===== config.mk =====
export PLATFORM = sky130hd
export DESIGN_NAME = key_conditioner
export DESIGN_NICKNAME = d
export VERILOG_FILES = /design/src/rtl/key_conditioner.sv
export SDC_FILE = /design/constraint.sdc
export NUM_CORES = 1
export LEC_CHECK = 0
export ABC_CLOCK_PERIOD_IN_PS = 4850
export CELL_PAD_IN_SITES_DETAIL_PLACEMENT = 1
export CELL_PAD_IN_SITES_GLOBAL_PLACEMENT = 1
export CORE_MARGIN = 2
export CORE_UTILIZATION = 55
export CTS_BUF_LIST = sky130_fd_sc_hd__clkbuf_4
export DETAILED_ROUTE_END_ITERATION = 8
export PLACE_DENSITY = 0.84
export SLEW_MARGIN = 20
export SYNTH_ARGS = -nofsm -noshare
export SYNTH_HDL_FRONTEND = slang
export SYNTH_SLANG_ARGS = --single-unit

===== constraint.sdc =====
create_clock -name clk -period 4.85 [get_ports clk]
set_input_delay 0.97 -clock clk [delete_from_list [all_inputs] [get_ports clk]]
set_output_delay 0.97 -clock clk [all_outputs]
set_load 0.01 [all_outputs]

===== src/rtl/key_conditioner.sv =====
// Push-button conditioner: per-key 2-FF sync, debounce, press/release pulses
// and typematic auto-repeat. Raw keys are active-low; all outputs active-high.
module key_conditioner #(
   parameter int N_KEYS        = 4,
   parameter int DEBOUNCE_CYC  = 1_000_000,
   parameter int REPEAT_DELAY  = 50_000_000,
   parameter int REPEAT_PERIOD = 10_000_000,
   parameter int CNT_W         = 26
) (
   input  logic              clk,
   input  logic              reset,
   input  logic [N_KEYS-1:0] Key,
   output logic [N_KEYS-1:0] key_level,
   output logic [N_KEYS-1:0] key_press,
   output logic [N_KEYS-1:0] key_release,
   output logic [N_KEYS-1:0] key_repeat
);

   typedef enum logic [1:0] {
      IDLE  = 2'd0,
      DELAY = 2'd1,
      RPT   = 2'd2
   } rpt_state_t;

   localparam logic [CNT_W-1:0] DEB_LAST = CNT_W'(DEBOUNCE_CYC - 1);
   localparam logic [CNT_W-1:0] RD_LAST  = CNT_W'(REPEAT_DELAY - 1);
   localparam logic [CNT_W-1:0] RP_LAST  = CNT_W'(REPEAT_PERIOD - 1);

   genvar gi;
   generate
      for (gi = 0; gi < N_KEYS; gi++) begin : g_key
         logic             sync1_reg, sync2_reg;
         logic             pressed;
         logic [CNT_W-1:0] dcnt_reg, dcnt_next;
         logic             level_reg, level_next;
         logic             press_reg, press_next;
         logic             release_reg, release_next;
         logic             repeat_reg, repeat_next;
         rpt_state_t       state_reg, state_next;
         logic [CNT_W-1:0] rcnt_reg, rcnt_next;

         always_ff @(posedge clk or negedge reset) begin
            if (!reset) begin
               sync1_reg <= 1'b1;
               sync2_reg <= 1'b1;
            end else begin
               sync1_reg <= Key[gi];
               sync2_reg <= sync1_reg;
            end
         end

         assign pressed = ~sync2_reg;

         // Any sample agreeing with the accepted level discards the run so far.
         always_comb begin
            dcnt_next    = '0;
            level_next   = level_reg;
            press_next   = 1'b0;
            release_next = 1'b0;
            if (pressed != level_reg) begin
               if (dcnt_reg == DEB_LAST) begin
                  level_next   = pressed;
                  press_next   = pressed;
                  release_next = ~pressed;
               end else begin
                  dcnt_next = dcnt_reg + 1'b1;
               end
            end
         end

         // Keyed off level_next so a release in the same cycle as an expiry wins.
         always_comb begin
            state_next  = state_reg;
            rcnt_next   = rcnt_reg + 1'b1;
            repeat_next = 1'b0;
            if (!level_next) begin
               state_next = IDLE;
               rcnt_next  = '0;
            end else begin
               case (state_reg)
                  IDLE: begin
                     rcnt_next = '0;
                     if (press_next) state_next = DELAY;
                  end
                  DELAY: begin
                     if (rcnt_reg == RD_LAST) begin
                        repeat_next = 1'b1;
                        state_next  = RPT;
                        rcnt_next   = '0;
                     end
                  end
                  RPT: begin
                     if (rcnt_reg == RP_LAST) begin
                        repeat_next = 1'b1;
                        rcnt_next   = '0;
                     end
                  end
                  default: begin
                     state_next = IDLE;
                     rcnt_next  = '0;
                  end
               endcase
            end
         end

         always_ff @(posedge clk or negedge reset) begin
            if (!reset) begin
               dcnt_reg    <= '0;
               level_reg   <= 1'b0;
               press_reg   <= 1'b0;
               release_reg <= 1'b0;
               repeat_reg  <= 1'b0;
               state_reg   <= IDLE;
               rcnt_reg    <= '0;
            end else begin
               dcnt_reg    <= dcnt_next;
               level_reg   <= level_next;
               press_reg   <= press_next;
               release_reg <= release_next;
               repeat_reg  <= repeat_next;
               state_reg   <= state_next;
               rcnt_reg    <= rcnt_next;
            end
         end

         assign key_level[gi]   = level_reg;
         assign key_press[gi]   = press_reg;
         assign key_release[gi] = release_reg;
         assign key_repeat[gi]  = repeat_reg;
      end
   endgenerate

endmodule


==> metrics <==
H-tree levels 3; combinational share of power 2.0%; max-slew violation count 0; final WL 27870 µm; die width 153.2 µm; CP Capture Type flop; Setup WS pre-CTS 1.998 ns; status completed; # Max-Cap Violations 0; Non-Filler Instances 1644; synthesis warning total 0; die height 153.2 µm; most common cell in the synthesized netlist nor2_1; worst rel slew slack 27.73%; Core Area 21820 µm²; DRT iter0 DRCs 353; leading area contributor after synthesis dfrtp_1; ANT nets after route 0; Post-synth EDFFs 0; Worst-Margin Slew 1.074 ns; nets@finish 1341; Max Fanout on Critical Path 26; Hold Buf Count CTS 0; hold slack 0.3581 ns; grt ovf 0; drt first pass iters 5; clock slew seen by the registers of the worst setup and hold paths 0.07 ns; DP Wirelength 18290 µm; Syn Area/Cell 9.715 µm²; f_max 340.2 MHz; Std-Cell Rows 54; DIE AREA 23480 µm²; area grow syn2layout 9.948%; CP arrival 3.45 ns; Final Cycle Share 60.62%; PD cells 298.4 nW/µm²; family with the most delay on the worst path simple AND/OR/NAND/NOR gates; post-CTS sizing 0; routability cong. 0.8084; ys flop type dfrtp_1; switch share 23.37%; HP Class flop to flop; CTS Root Cell clkbuf_4; Routed WL per cell 16.95 µm; Seq/Total Area, Yosys 49.11%; Max Buffers Root-to-Sink 3; P_leak 0.005414 µW; total net switching power 939.3 µW; async set-reset flop share out of synthesis 100.0%; Min Clock Period, post-route 2.940 ns; Vias/cell 5.702; startpoint type of the worst setup path flop; CTS tree built; Num Clock Sinks 240; RSZ-0062 raised after global routing false; top-level port count 22; post-synthesis register bit count 240; post-synthesis instance area 12250 µm²; most frequent cells after synthesis nor2_1 (235), dfrtp_1 (232), xnor2_1 (110); vias in the first global route 10275; initial antenna violation count 2; Setup-failing EPs final 0; vias 9374; Total GRT Usage 24.74%; largest net degree at the start of global routing 120; slowest stage delay, CP 0.70 ns; setup ws final 1.910 ns; postcts setup bufs 0; Port Buffers 21; final hold vios 0; Netlist cell types 61; top-area cell type share of the netlist area 47.39%; layout cells sized above 1 10.79%; Overall Power 4019 µW; worst skew pair latency 0.67 ns; CP max stage cell o221ai_4; part of the power in the clock network 47.5%; Worst Path Required 5.37 ns; synth top area cells dfrtp_1 (47%), xnor2_1 (7.9%), nor2_1 (7.2%), xor2_1 (5.6%), nand3_1 (3.1%); Seq pwr share 50.5%; Max IR drop VDD 214.9 µV; setup TNS 0 ns; placed insts 1520; total CTS buffers 68; # DRC 0; Final Skew 0.02954 ns; post-synthesis cell count 1261; Crit Path Category flop to flop; Pint 3080 µW; CP bufs+invs 0; net count after synthesis 1292; critical-path cell list or3b_2 > nor4_1 > a21boi_0 > o221ai_4 > nor2_1; global-route wire length before repair 48950 µm; Starting Density 56.13%
## worst paths after layout
kind | start | to | slack [ns] | cells after the start
max in group asynchronous | reset | g_key[3].sync1_reg$_DFF_PN1_ | 3.36 | 2
worst max register to register | g_key[3].rcnt_reg[9]$_DFF_PN0_ | g_key[3].rcnt_reg[5]$_DFF_PN0_ | 1.91 | 5
min in group asynchronous | reset | g_key[1].repeat_reg$_DFF_PN0_ | 0.39 | 1
worst min register to register | g_key[1].sync1_reg$_DFF_PN1_ | g_key[1].sync2_reg$_DFF_PN1_ | 0.36 | 0
worst min-delay path | g_key[1].sync1_reg$_DFF_PN1_ | g_key[1].sync2_reg$_DFF_PN1_ | 0.36 | 0
worst max-delay path | g_key[3].rcnt_reg[9]$_DFF_PN0_ | g_key[3].rcnt_reg[5]$_DFF_PN0_ | 1.91 | 5
## routing by layer
metal  up-vias  global-route usage [%]  wire length, µm
li1       4478                       -                -
met3        50                   4.310              789
met4         0                   8.377              543
met5         -                       0                0
met1      4718                   31.49            12410
met2       128                   42.86            14130
## through the flow
step / utilization [%] / instance area, µm²
6_report: 61.72 / 13470
5_1_grt: 61.72 / 13470
4_1_cts: 61.63 / 13450
3_5_place_dp: 57.57 / 12560
3_3_place_gp: 57.57 / 12560
2_1_floorplan: - / 12250
## cells by family after synthesis
kind of cell               synth area share (%)
muxes                                    0.1634
and+or+nand+nor                           27.09
DFF                                       49.11
AOI/OAI and AO/OA                         3.748
buffers and inverters                     3.901
adders and majority gates                 2.553
xor gates and xnor gates                  13.44
## layout by cell type, fill, tap and decap left out, types with 3 or more instances in the layout
master and instances:
nor4bb_1 6, and2_1 10, o21ai_0 19, xor2_1 78, nor2_1 235, buf_4 6
inv_1 48, nor4b_1 9, nor3_1 47, nand4_1 59, ha_1 25, clkinv_1 12
o31a_1 3, dfstp_2 8, a21oi_1 10, xnor2_1 110, nand3_1 76, clkdlybuf4s50_1 20
or4_1 6, o41a_1 3, and4_1 20, and3_1 27, dfrtp_1 232, nor3b_1 3
and4b_1 4, or3_1 13, nand2_1 70, clkbuf_4 106, nor4_1 44, or2_2 7
inv_2 4
## layout make-up
type / count / area [µm²]
multi-input combinational: 925 / 5774
fill: 2483 / 8354
clock inverter: 17 / 90.09
clock buffer: 106 / 795.8
sequential: 240 / 6016
antenna: 1 / 2.502
inverter: 48 / 180.2
tap: 280 / 350.3
timing repair buffer: 27 / 260.3
## power by group through the flow
stage | Combinational (µW) | Sequential, µW | Clock (µW)
after CTS | 86.7 | 2030 | 1980
after global routing | 96.1 | 2030 | 2080
final | 82.4 | 2030 | 1910
after global placement | 81.6 | 2060 | 0
after floorplan | 28.8 | 2060 | 0
after detailed placement | 85.4 | 2070 | 0
(Power assumes the default switching activity.)
